<file path="src/rtl/fetch_pkg.sv">
// rtl/fetch_pkg.sv - shared types, opcode constants and decode helpers for the fetch stage
//
// Purpose: opcode map, FSM state encoding, scoreboard entry type and the
//          register-usage decode functions used by fetch_stage and
//          hazard_scoreboard.
// Ports:   none (package).

package fetch_pkg;

  localparam int DEF_AW         = 8;
  localparam int DEF_IW         = 16;
  localparam int DEF_HAZ_DEPTH  = 3;
  localparam int DEF_BR_BUBBLES = 2;

  localparam logic [2:0] OP_R  = 3'b000;
  localparam logic [2:0] OP_I1 = 3'b001;
  localparam logic [2:0] OP_I2 = 3'b010;
  localparam logic [2:0] OP_BR = 3'b100;

  typedef logic [15:0] inst_t;

  localparam inst_t NOP_INST = 16'h0000;

  typedef enum logic {
    RUN     = 1'b0,
    BR_WAIT = 1'b1
  } state_t;

  typedef struct packed {
    logic       valid;
    logic [2:0] dest;
  } sb_entry_t;

  function automatic logic [2:0] op_of(input inst_t inst);
    return inst[15:13];
  endfunction

  function automatic logic is_branch(input inst_t inst);
    return (inst[15:13] == OP_BR);
  endfunction

  // NOP shares opcode 000 with R-type, so it has to be excluded explicitly.
  function automatic logic is_writer(input inst_t inst);
    logic w;
    w = 1'b0;
    if (inst != NOP_INST) begin
      case (inst[15:13])
        OP_R, OP_I1, OP_I2: w = 1'b1;
        default:            w = 1'b0;
      endcase
    end
    return w;
  endfunction

  function automatic logic [2:0] dest_of(input inst_t inst);
    logic [2:0] d;
    if (inst[15:13] == OP_R) d = inst[8:6];
    else                     d = inst[2:0];
    return d;
  endfunction

  // True when any source register of inst equals reg_idx.
  function automatic logic src_match(input inst_t inst, input logic [2:0] reg_idx);
    logic m;
    m = 1'b0;
    if (inst != NOP_INST) begin
      case (inst[15:13])
        OP_R:         m = (inst[2:0] == reg_idx) || (inst[5:3] == reg_idx);
        OP_I1, OP_I2: m = (inst[5:3] == reg_idx);
        default:      m = 1'b0;
      endcase
    end
    return m;
  endfunction

endpackage

</file>
<file path="src/rtl/fetch_stage_if.sv">
// rtl/fetch_stage_if.sv - instruction memory, decode and branch-resolution signals of the fetch stage
//
// Purpose: bundles every non-clock/reset signal of fetch_stage.
// Ports:   master = fetch stage side (drives imem_addr and IF/ID outputs),
//          slave  = environment side (memory, decode, execute).
//          imem_addr/imem_inst : combinational instruction memory read
//          id_stall            : decode back-pressure
//          br_taken/br_target  : branch resolution from execute
//          id_inst/id_pc/id_valid/haz_bubble : IF/ID register

interface fetch_stage_if #(
  parameter int AW = 8,
  parameter int IW = 16
);
  logic [AW-1:0] imem_addr;
  logic [IW-1:0] imem_inst;
  logic          id_stall;
  logic          br_taken;
  logic [AW-1:0] br_target;
  logic [IW-1:0] id_inst;
  logic [AW-1:0] id_pc;
  logic          id_valid;
  logic          haz_bubble;

  modport master (
    output imem_addr,
    input  imem_inst,
    input  id_stall,
    input  br_taken,
    input  br_target,
    output id_inst,
    output id_pc,
    output id_valid,
    output haz_bubble
  );

  modport slave (
    input  imem_addr,
    output imem_inst,
    output id_stall,
    output br_taken,
    output br_target,
    input  id_inst,
    input  id_pc,
    input  id_valid,
    input  haz_bubble
  );
endinterface

</file>
<file path="src/rtl/hazard_scoreboard.sv">
// rtl/hazard_scoreboard.sv - shift register of in-flight destinations with RAW compare
//
// Purpose: remembers the destination register of the last DEPTH issued
//          instructions and flags a RAW hazard for a candidate instruction.
// Ports:   clk, rst_n  : clock, asynchronous active-low reset
//          shift_en    : advance the history by one slot
//          new_entry   : {valid, dest} of the instruction issued this cycle
//          cand_inst   : instruction being considered for issue
//          hazard      : candidate reads a register still in flight

module hazard_scoreboard
  import fetch_pkg::*;
#(
  parameter int DEPTH = DEF_HAZ_DEPTH
) (
  input  logic      clk,
  input  logic      rst_n,
  input  logic      shift_en,
  input  sb_entry_t new_entry,
  input  inst_t     cand_inst,
  output logic      hazard
);

  sb_entry_t sb [DEPTH];

  always_ff @(posedge clk or negedge rst_n) begin
    if (!rst_n) begin
      for (int i = 0; i < DEPTH; i++) sb[i] <= '0;
    end else if (shift_en) begin
      sb[0] <= new_entry;
      for (int i = 1; i < DEPTH; i++) sb[i] <= sb[i-1];
    end
  end

  always_comb begin
    hazard = 1'b0;
    for (int i = 0; i < DEPTH; i++) begin
      if (sb[i].valid && src_match(cand_inst, sb[i].dest)) hazard = 1'b1;
    end
  end

endmodule

</file>
<file path="src/rtl/fetch_stage.sv">
// rtl/fetch_stage.sv - instruction fetch stage with run-time RAW and branch bubble insertion
//
// Purpose: owns the PC, fetches from combinational instruction memory and
//          fills the IF/ID register, inserting NOP bubbles for RAW hazards
//          and for a fixed window after every branch.
// Ports:   clk   : rising-edge clock
//          rst_n : asynchronous active-low reset
//          bus   : fetch_stage_if master (imem, stall, branch, IF/ID outputs)

module fetch_stage
  import fetch_pkg::*;
#(
  parameter int AW         = DEF_AW,
  parameter int IW         = DEF_IW,
  parameter int HAZ_DEPTH  = DEF_HAZ_DEPTH,
  parameter int BR_BUBBLES = DEF_BR_BUBBLES
) (
  input  logic           clk,
  input  logic           rst_n,
  fetch_stage_if.master  bus
);

  localparam int CW = $clog2(BR_BUBBLES + 1);

  state_t          state, state_nxt;
  logic [AW-1:0]   pc, pc_nxt;
  logic [CW-1:0]   br_cnt, br_cnt_nxt;
  logic            advance;
  logic            raw_hazard;
  logic            issue;
  logic            raw_bubble;
  sb_entry_t       sb_new;

  assign advance       = !bus.id_stall;
  assign bus.imem_addr = pc;

  // The scoreboard shifts on every non-stalled cycle, bubbles included, so a
  // writer ages out after exactly HAZ_DEPTH cycles whatever fills the pipe.
  hazard_scoreboard #(
    .DEPTH (HAZ_DEPTH)
  ) u_scoreboard (
    .clk       (clk),
    .rst_n     (rst_n),
    .shift_en  (advance),
    .new_entry (sb_new),
    .cand_inst (bus.imem_inst),
    .hazard    (raw_hazard)
  );

  always_ff @(posedge clk or negedge rst_n) begin
    if (!rst_n) state <= RUN;
    else        state <= state_nxt;
  end

  always_comb begin
    state_nxt = state;
    if (advance) begin
      case (state)
        RUN:     if (!raw_hazard && is_branch(bus.imem_inst)) state_nxt = BR_WAIT;
        BR_WAIT: if (br_cnt == CW'(1)) state_nxt = RUN;
        default: state_nxt = RUN;
      endcase
    end
  end

  always_comb begin
    issue      = 1'b0;
    raw_bubble = 1'b0;
    pc_nxt     = pc;
    br_cnt_nxt = br_cnt;
    sb_new     = '0;
    if (advance) begin
      case (state)
        RUN: begin
          if (raw_hazard) begin
            raw_bubble = 1'b1;
          end else begin
            issue        = 1'b1;
            pc_nxt       = pc + AW'(1);
            sb_new.valid = is_writer(bus.imem_inst);
            sb_new.dest  = dest_of(bus.imem_inst);
            if (is_branch(bus.imem_inst)) br_cnt_nxt = CW'(BR_BUBBLES);
          end
        end
        BR_WAIT: begin
          // pc already points at branch+1; a taken branch redirects it but the
          // bubble window still runs to completion.
          br_cnt_nxt = br_cnt - CW'(1);
          if (bus.br_taken) pc_nxt = bus.br_target;
        end
        default: ;
      endcase
    end
  end

  always_ff @(posedge clk or negedge rst_n) begin
    if (!rst_n) begin
      pc             <= '0;
      br_cnt         <= '0;
      bus.id_inst    <= '0;
      bus.id_pc      <= '0;
      bus.id_valid   <= 1'b0;
      bus.haz_bubble <= 1'b0;
    end else if (advance) begin
      pc     <= pc_nxt;
      br_cnt <= br_cnt_nxt;
      if (issue) begin
        bus.id_inst    <= bus.imem_inst;
        bus.id_pc      <= pc;
        bus.id_valid   <= 1'b1;
        bus.haz_bubble <= 1'b0;
      end else begin
        bus.id_inst    <= IW'(NOP_INST);
        bus.id_valid   <= 1'b0;
        bus.haz_bubble <= raw_bubble;
      end
    end
  end

  // Execute may only resolve a branch while its bubble window is open.
  br_in_run_a: assert property (@(posedge clk) disable iff (!rst_n)
    !(state == RUN && bus.br_taken && !bus.id_stall));

endmodule

</file>
<file path="src/flat_wrapper.sv">
// flat-port wrapper written by rule: the top's interface ports become plain ports
module fetch_stage_flat import fetch_pkg::*;
#(
  parameter int AW         = DEF_AW,
  parameter int IW         = DEF_IW,
  parameter int HAZ_DEPTH  = DEF_HAZ_DEPTH,
  parameter int BR_BUBBLES = DEF_BR_BUBBLES
)
  (clk, rst_n, bus_imem_addr, bus_imem_inst, bus_id_stall, bus_br_taken, bus_br_target, bus_id_inst, bus_id_pc, bus_id_valid, bus_haz_bubble);
  fetch_stage_if #(.AW(AW), .IW(IW)) bus_i ();
  input  logic clk;
  input  logic rst_n;
  output wire logic [$bits(bus_i.imem_addr)-1:0] bus_imem_addr;
  input wire logic [$bits(bus_i.imem_inst)-1:0] bus_imem_inst;
  input wire logic [$bits(bus_i.id_stall)-1:0] bus_id_stall;
  input wire logic [$bits(bus_i.br_taken)-1:0] bus_br_taken;
  input wire logic [$bits(bus_i.br_target)-1:0] bus_br_target;
  output wire logic [$bits(bus_i.id_inst)-1:0] bus_id_inst;
  output wire logic [$bits(bus_i.id_pc)-1:0] bus_id_pc;
  output wire logic [$bits(bus_i.id_valid)-1:0] bus_id_valid;
  output wire logic [$bits(bus_i.haz_bubble)-1:0] bus_haz_bubble;
  assign bus_imem_addr = bus_i.imem_addr;
  assign bus_i.imem_inst = bus_imem_inst;
  assign bus_i.id_stall = bus_id_stall;
  assign bus_i.br_taken = bus_br_taken;
  assign bus_i.br_target = bus_br_target;
  assign bus_id_inst = bus_i.id_inst;
  assign bus_id_pc = bus_i.id_pc;
  assign bus_id_valid = bus_i.id_valid;
  assign bus_haz_bubble = bus_i.haz_bubble;
  fetch_stage #(.AW(AW), .IW(IW), .HAZ_DEPTH(HAZ_DEPTH), .BR_BUBBLES(BR_BUBBLES)) u_core (.clk(clk), .rst_n(rst_n), .bus(bus_i));
endmodule
</file>
<file path="config.mk">
export PLATFORM = sky130hd
export DESIGN_NAME = fetch_stage_flat
export DESIGN_NICKNAME = d
export VERILOG_FILES = /design/src/rtl/fetch_pkg.sv /design/src/rtl/fetch_stage_if.sv /design/src/rtl/hazard_scoreboard.sv /design/src/rtl/fetch_stage.sv /design/src/flat_wrapper.sv
export SDC_FILE = /design/constraint.sdc
export NUM_CORES = 1
export LEC_CHECK = 0
export ABC_AREA = 1
export CORE_ASPECT_RATIO = 0.6
export CORE_MARGIN = 2
export CORE_UTILIZATION = 45
export DETAILED_ROUTE_END_ITERATION = 10
export HOLD_SLACK_MARGIN = 0.15
export PLACE_DENSITY = 0.78
export REMOVE_ABC_BUFFERS = 1
export SLEW_MARGIN = 30
export SYNTH_ARGS = -nofsm -noshare
export SYNTH_HDL_FRONTEND = slang
export SYNTH_SLANG_ARGS = --single-unit
</file>
<file path="constraint.sdc">
create_clock -name clk -period 1.35 [get_ports clk]
set_input_delay 0.2025 -clock clk [delete_from_list [all_inputs] [get_ports clk]]
set_output_delay 0.2025 -clock clk [all_outputs]
set_load 0.01 [all_outputs]
</file>
==> results of run 1 <==
==> cell families (layout without fill, tap and decap cells) <==
group,count (synthesis),count (layout),synth area share
AO/OA/AOI/OAI,31,31,0.06788
adder cells (fa/ha/maj),2,2,0.009559
buffers and inverters,40,148,0.07122
XOR/XNOR,3,3,0.01004
AND/OR/NAND/NOR,237,239,0.3690
flip-flops,49,49,0.4685
multiplexers,1,1,0.003824
==> sequential cells by signal, summed over array words and instances (netlist names) <==
register / cells
u_core.bus.id_valid: 1
u_core.bus.haz_bubble: 1
u_core.bus.id_pc: 8
u_core.state: 1
u_core.bus.imem_addr: 8
u_core.u_scoreboard.sb: 12
u_core.bus.id_inst: 16
u_core.br_cnt: 2
==> cell usage after synthesis <==
cell type	count	area, sq um
a21oi_1	5	25.02
a31oi_1	1	6.260
buf_2	3	15.01
buf_6	4	45.04
clkbuf_1	6	22.52
clkinv_1	1	3.750
dfrtp_1	49	1226
ha_1	2	25.02
inv_1	23	86.33
inv_2	2	7.510
inv_4	1	6.260
mux2i_1	1	10.01
nand2_1	158	593.1
nand2_2	2	12.51
nand2_4	2	22.52
nand3_1	40	200.2
nand4_1	1	6.260
nor2_1	32	120.1
nor2_2	1	6.260
nor3_1	1	5.000
o21ai_0	20	100.1
o21ai_1	1	5.000
o21bai_2	3	33.78
o31ai_1	1	7.510
xnor2_1	1	8.760
xor2_1	2	17.52
==> metal layers <==
layer  vias up  share of wire
met5         -              0
met4         0          0.012
met3        14          0.071
met2       123           0.44
li1       1356              -
met1      1321           0.48
==> critical path, cell delays in order <==
cell,delay [ns]
clkdlybuf4s50_1,0.55
nor2_1,0.07
nand2_1,0.09
nor2_2,0.07
a21oi_2,0.21
nand2_4,0.09
nand2_8,0.12
clkinv_8,0.10
clkbuf_16,0.17
nand3_1,0.06
nand2_1,0.05
==> how the worst min path moves through the flow <==
stage / start / to / slack [ns] / cells after the start
2_1_floorplan: rst_n / u_core.br_cnt[0] / -0.09 / 0
3_3_place_gp: rst_n / u_core.bus.id_pc[3] / 0.13 / 1
4_1_cts: rst_n / u_core.bus.id_pc[1] / 0.33 / 2
5_1_grt: rst_n / u_core.bus.id_pc[1] / 0.35 / 2
3_5_place_dp: rst_n / u_core.bus.id_pc[1] / 0.13 / 1
6_report: rst_n / u_core.bus.id_pc[1] / 0.33 / 2
==> stage by stage <==
step                      utilization  hold slack, ns  setup TNS, ns  instances  area [sq um]
after floorplan                     -        -0.09309         -14.02        350          2535
after global placement         0.6398          0.1251         -20.53        531          3581
after detailed placement       0.6398          0.1297         -23.47        531          3581
after CTS                      0.6886          0.3314         -5.322        549          3854
after global routing           0.7152          0.3501         -10.18        553          4003
final                          0.7152          0.3289         -7.593        553          4003
==> power groups by stage <==
stage | sequential, mW | combinational, mW | clock, mW
after floorplan | 2.37 | 0.824 | 0
after global placement | 2.21 | 2.24 | 0
after detailed placement | 2.23 | 2.29 | 0
after CTS | 2.14 | 2.38 | 0.883
after global routing | 2.21 | 2.79 | 0.965
final | 2.16 | 2.53 | 0.869
==> cell type report <==
type	instances	area (sq um)	share of cell area
sequential	49	1230	0.3073
timing repair buffer	112	1005	0.2510
clock buffer	6	72.57	0.01813
multi-input combinational	276	1456	0.3639
inverter	27	115.1	0.02876
timing repair inverter	1	8.758	0.002188
clock inverter	2	15.01	0.003751
tap	80	100.1	0.02501
==> what timing repair did <==
| item | in CTS | in global routing |
|---|---|---|
| endpoints found under the hold margin | 49 | 0 |
| gates cloned | 3 | 1 |
| resized for setup | 82 | 28 |
| setup endpoints to repair | 72 | 42 |
| hold buffers | 1 | 0 |
| pin swaps | 19 | 13 |
| buffers inserted | 6 | 3 |
==> impl_results.md, run 1 <==
- Inserted Clock Buffers: 5
- Gr ovfl total: 0
- TritonCTS clock tree: yes
- Core area: 5597 sq um
- Worst Setup Start Kind: input port
- Switch share: 0.3892
- Commonest non-fill, non-tap cells in the layout: nand2_1 (151), dfrtp_1 (46), buf_4 (44)
- Most common cell after layout, fill and taps aside: nand2_1
- Post-DP HPWL: 5454 um
- Root Buffer: clkbuf_8
- Seq/Total Area, Yosys: 0.4685
- Die Width: 102.5 um
- Synth Register Bits: 49
- Setup violations, final: 38
- Via density: 5.089
- Gr usage total: 0.2590
- Drt first pass iters: 5
- Outcome: finished, violations left
- Total clock sinks: 49
- Drt total wl: 8166 um
- Wire per inst: 14.77 um
- Max Transition Viols Final: 0
- Pwr per Cell Area: 1389 nW/um^2
- First-pass GRT wire length: 12960 um
- Layout filler cell count: 456
- CP Capture Point: u_core.bus.id_inst[11]
- Sw Pwr: 2.164 mW
- Fin crit share: 1.179
- Part of the power in registers: 0.389
- Pint: 3.397 mW
- HP Class: in -> async
- Reg2Reg Depth: 12
- CP Data Required Time: 1.56 ns
- Routing usage on met3: 0.04661
- Number of synthesis warnings: 0
- Die Footprint: 6463 sq um
- Met2 Use GR: 0.3824
- Netlist Area Pre-Place: 2618 sq um
- Initial antenna violation count: 0
- FF-to-FF setup slack: -0.23 ns
- Starting density of the core: 0.4677
- Post-Syn Instances: 363
- Top Usage Layer GRT: met1
- Setup crit end kind: flop
- Routed Antenna Nets: 0
- Highest clock rate: 0.6282 GHz
- Number of remaining DRC errors: 0
- Least-Margin Pin Slew: 0.3592 ns
- Slew margin rel.: 0.7605
- RSZ-0062 raised after global routing: true
- Clock tree buffer depth: 2
- Clock group share of total power: 0.156
- Static leakage: 2.139 nW
- IO buf count: 61
- DIE HEIGHT: 63.08 um
- Pre-CTS WS: -0.6372 ns
- Post-route minimum period: 1.592 ns
- Crit path max fanout: 6
- I/O pin total: 62
- CP startpoint: bus_imem_inst[15]
- R2r endpoint: u_core.bus.id_inst[11]
- Worst-path clk slew: 0.09 ns
- Crit path DAT: 1.80 ns
- Yosys cell types: 26
- Detailed-route via count: 2814
- Area delta synth->final: 52.92%
- Synth Area per Inst: 7.211 sq um
- Nets@finish: 502
- Combinational Power Share: 0.455
- Initial DRC Count: 212
- Final Skew: 0.005474 ns
- Maximum VDD drop: 0.7251 mV
- Met1 Use GR: 0.3979
- N_diodes: 0
- Critical R2R Launch: u_core.u_scoreboard.sb[8]
- Overall power: 5.561 mW
- H-tree depth: 2
- Failing checks: negative setup slack
- Pin count of the biggest net entering global routing: 36
- Setup WS post-layout: -0.2419 ns
- Row count: 21
- Max-capacitance violation count: 0
- Clock latency on the worst-skew pair: 0.30 ns
- Setup Crit Path Kind: in -> reg
- Number of global-route vias before repair: 2648
- Share of cells above drive strength 1: 0.2516
- Gpl congestion: 0.9538
- Fin. Hold Viols: 0
No activity file was read; power rests on OpenSTA's default activity.
==> run 2, diff against run 1 <==
--- a/config.mk
+++ b/config.mk
@@ -11,7 +11,7 @@
 export CORE_UTILIZATION = 45
 export DETAILED_ROUTE_END_ITERATION = 10
 export HOLD_SLACK_MARGIN = 0.15
-export PLACE_DENSITY = 0.78
+export PLACE_DENSITY = 0.75
 export REMOVE_ABC_BUFFERS = 1
 export SLEW_MARGIN = 30
 export SYNTH_ARGS = -nofsm -noshare
==> run 2 against run 1 <==
The run still ends with negative setup slack left. Clock-buffer cell count did not move. Critical path depth increased by 1. Largest power group unchanged. Power increased by 11%. Via count rose by 1.3%. Final cell count is 1.4% higher. Maximum frequency fell by 3.1%.
==> impl_results.md, run 2 (synthesis results as in run 1) <==
- Outcome: finished, violations left
- Failing checks: negative setup slack
- Starting density of the core: 0.4677
- Pint: 3.789 mW
- Combinational Power Share: 0.462
- H-tree depth: 2
- Via density: 5.082
- Sw Pwr: 2.358 mW
- Number of remaining DRC errors: 0
- Max Transition Viols Final: 0
- Die Footprint: 6463 sq um
- Max-capacitance violation count: 0
- Crit path max fanout: 7
- Critical R2R Launch: u_core.u_scoreboard.sb[6]
- Detailed-route via count: 2851
- Most common cell after layout, fill and taps aside: nand2_1
- Fin crit share: 1.217
- CP Data Required Time: 1.55 ns
- Design area: 4178 sq um
- Row count: 21
- Nets@finish: 510
- Setup crit end kind: flop
- Setup WS post-layout: -0.2923 ns
- Max reg flops: 16
- Worst Setup Start Kind: flop
- Final Skew: 0.01061 ns
- Largest regs: u_core.bus.id_inst: 16 flops, u_core.u_scoreboard.sb: 12 flops
- CP startpoint: u_core.u_scoreboard.sb[6]
- Clock latency on the worst-skew pair: 0.31 ns
- Clock tree buffer depth: 2
- Least-Margin Pin Slew: 0.4020 ns
- Layout filler cell count: 403
- RSZ-0062 raised after global routing: true
- HP Class: in -> reg
- Part of the power in registers: 0.351
- Gpl congestion: 0.8906
- First-pass GRT wire length: 13130 um
- Total clock sinks: 49
- Pin count of the biggest net entering global routing: 50
- Pwr per Cell Area: 1471 nW/um^2
- Highest clock rate: 0.6089 GHz
- Largest Register: u_core.bus.id_inst
- Fin. Hold Viols: 0
- TritonCTS clock tree: yes
- Number of global-route vias before repair: 2647
- Slew margin rel.: 0.7291
- Routed Antenna Nets: 0
- Register area: 1226 sq um
- Hold path start: bus_imem_inst[13]
- Gr usage total: 0.2639
- Post-route minimum period: 1.642 ns
- Hold WS: 0.3516 ns
- Crit path DAT: 1.85 ns
- Area delta synth->final: 59.61%
- Commonest non-fill, non-tap cells in the layout: nand2_1 (142), buf_4 (52), dfrtp_1 (49)
- Post-DP HPWL: 5312 um
- Multi-input logic area: 1531 sq um
- Root Buffer: clkbuf_8
- Cell Area, Placed: 3618 sq um
- Inserted Clock Buffers: 5
- Share of cells above drive strength 1: 0.2994
- Worst-path clk slew: 0.10 ns
- Gr ovfl total: 0
- Initial antenna violation count: 0
- Clock group share of total power: 0.187
- Maximum VDD drop: 0.7105 mV
- Setup Crit Path Kind: reg -> reg
- Drt total wl: 8795 um
- Static leakage: 2.188 nW
- Die Width: 102.5 um
- Switch share: 0.3835
- Setup violations, final: 38
- DIE HEIGHT: 63.08 um
- N_diodes: 0
- Drt first pass iters: 6
- I/O pin total: 62
- Initial DRC Count: 288
- Wire per inst: 15.68 um
- IO buf count: 61
- Core area: 5597 sq um
==> run 2: cell count changes in the layout (fill, tap and decap cells not counted), moves of 3 or more <==
cell     previous run  this run
o21ai_1             1         4
dfrtp_1            46        49
nand2_2             5        15
nand3_1            19        10
nand3_2            20        28
dfrtp_2             3         0
nand2_1           151       142
nand2_4             5         2
buf_4              44        52
==> run 2: per-layer routing <==
| layer | vias up | GRT usage | routed length (um) |
|---|---|---|---|
| met1 | 1341 | 0.3989 | 3993 |
| met3 | 11 | 0.05660 | 639 |
| met4 | 0 | 0.07333 | 123 |
| met5 | - | 0 | 0 |
| li1 | 1374 | - | - |
| met2 | 125 | 0.3791 | 4039 |
==> run 2: through the flow <==
step	setup TNS (ns)	setup slack (ns)	power (mW)	util	cells
floorplan	-14.02	-0.5549	3.196	-	350
global placement	-21.52	-0.5978	4.573	0.6465	536
detailed placement	-22.77	-0.5996	4.618	0.6465	536
CTS	-5.074	-0.1772	5.857	0.7141	555
global route	-12.70	-0.3671	6.509	0.7465	561
finish	-9.733	-0.2923	6.147	0.7465	561
==> run 2: path summary, 6_finish.rpt <==
path	depth (start not counted)	endpoint	slack (ns)
setup reg to reg	12	u_core.bus.id_pc[5]	-0.29
hold / removal	3	u_core.bus.id_inst[13]	0.35
min in group asynchronous	3	u_core.bus.id_pc[4]	0.39
max in group asynchronous	3	u_core.bus.id_inst[12]	0.71
setup / recovery	12	u_core.bus.id_pc[5]	-0.29
hold reg to reg	2	u_core.bus.id_pc[4]	0.48
==> run 2: critical path: stages (launching register included) <==
cell and delay (ns):
dfrtp_1 0.42, inv_2 0.07, nand2_1 0.06, nand2_1 0.08, nor2_1 0.12, nand2_1 0.10
nand3_2 0.09, nand2_2 0.07, nand2_4 0.12, clkinv_8 0.12, buf_8 0.15, nand3_2 0.08
nand2_2 0.06
==> run 2: repair_timing <==
item	CTS	global route
gates cloned	2	1
gates resized for setup	102	30
setup buffers	8	5
hold buffers	1	0
hold endpoints to repair	49	0
pin swaps	21	9
setup endpoints to repair	72	42
==> run 2: power by group through the flow <==
stage	Sequential (mW)	Clock (mW)	Combinational, mW
2_1_floorplan	2.37	0	0.824
3_3_place_gp	2.20	0	2.38
3_5_place_dp	2.20	0	2.42
4_1_cts	2.14	1.14	2.57
5_1_grt	2.20	1.23	3.07
6_report	2.16	1.15	2.84
==> run 2: cell type report <==
type	count	share of cell area
multi-input cells	276	0.3666
flip-flops and latches	49	0.2935
repair buffers	121	0.2594
inverters	27	0.02785
well taps	80	0.02396
clock buffers	6	0.01977
clock inverters	2	0.008985
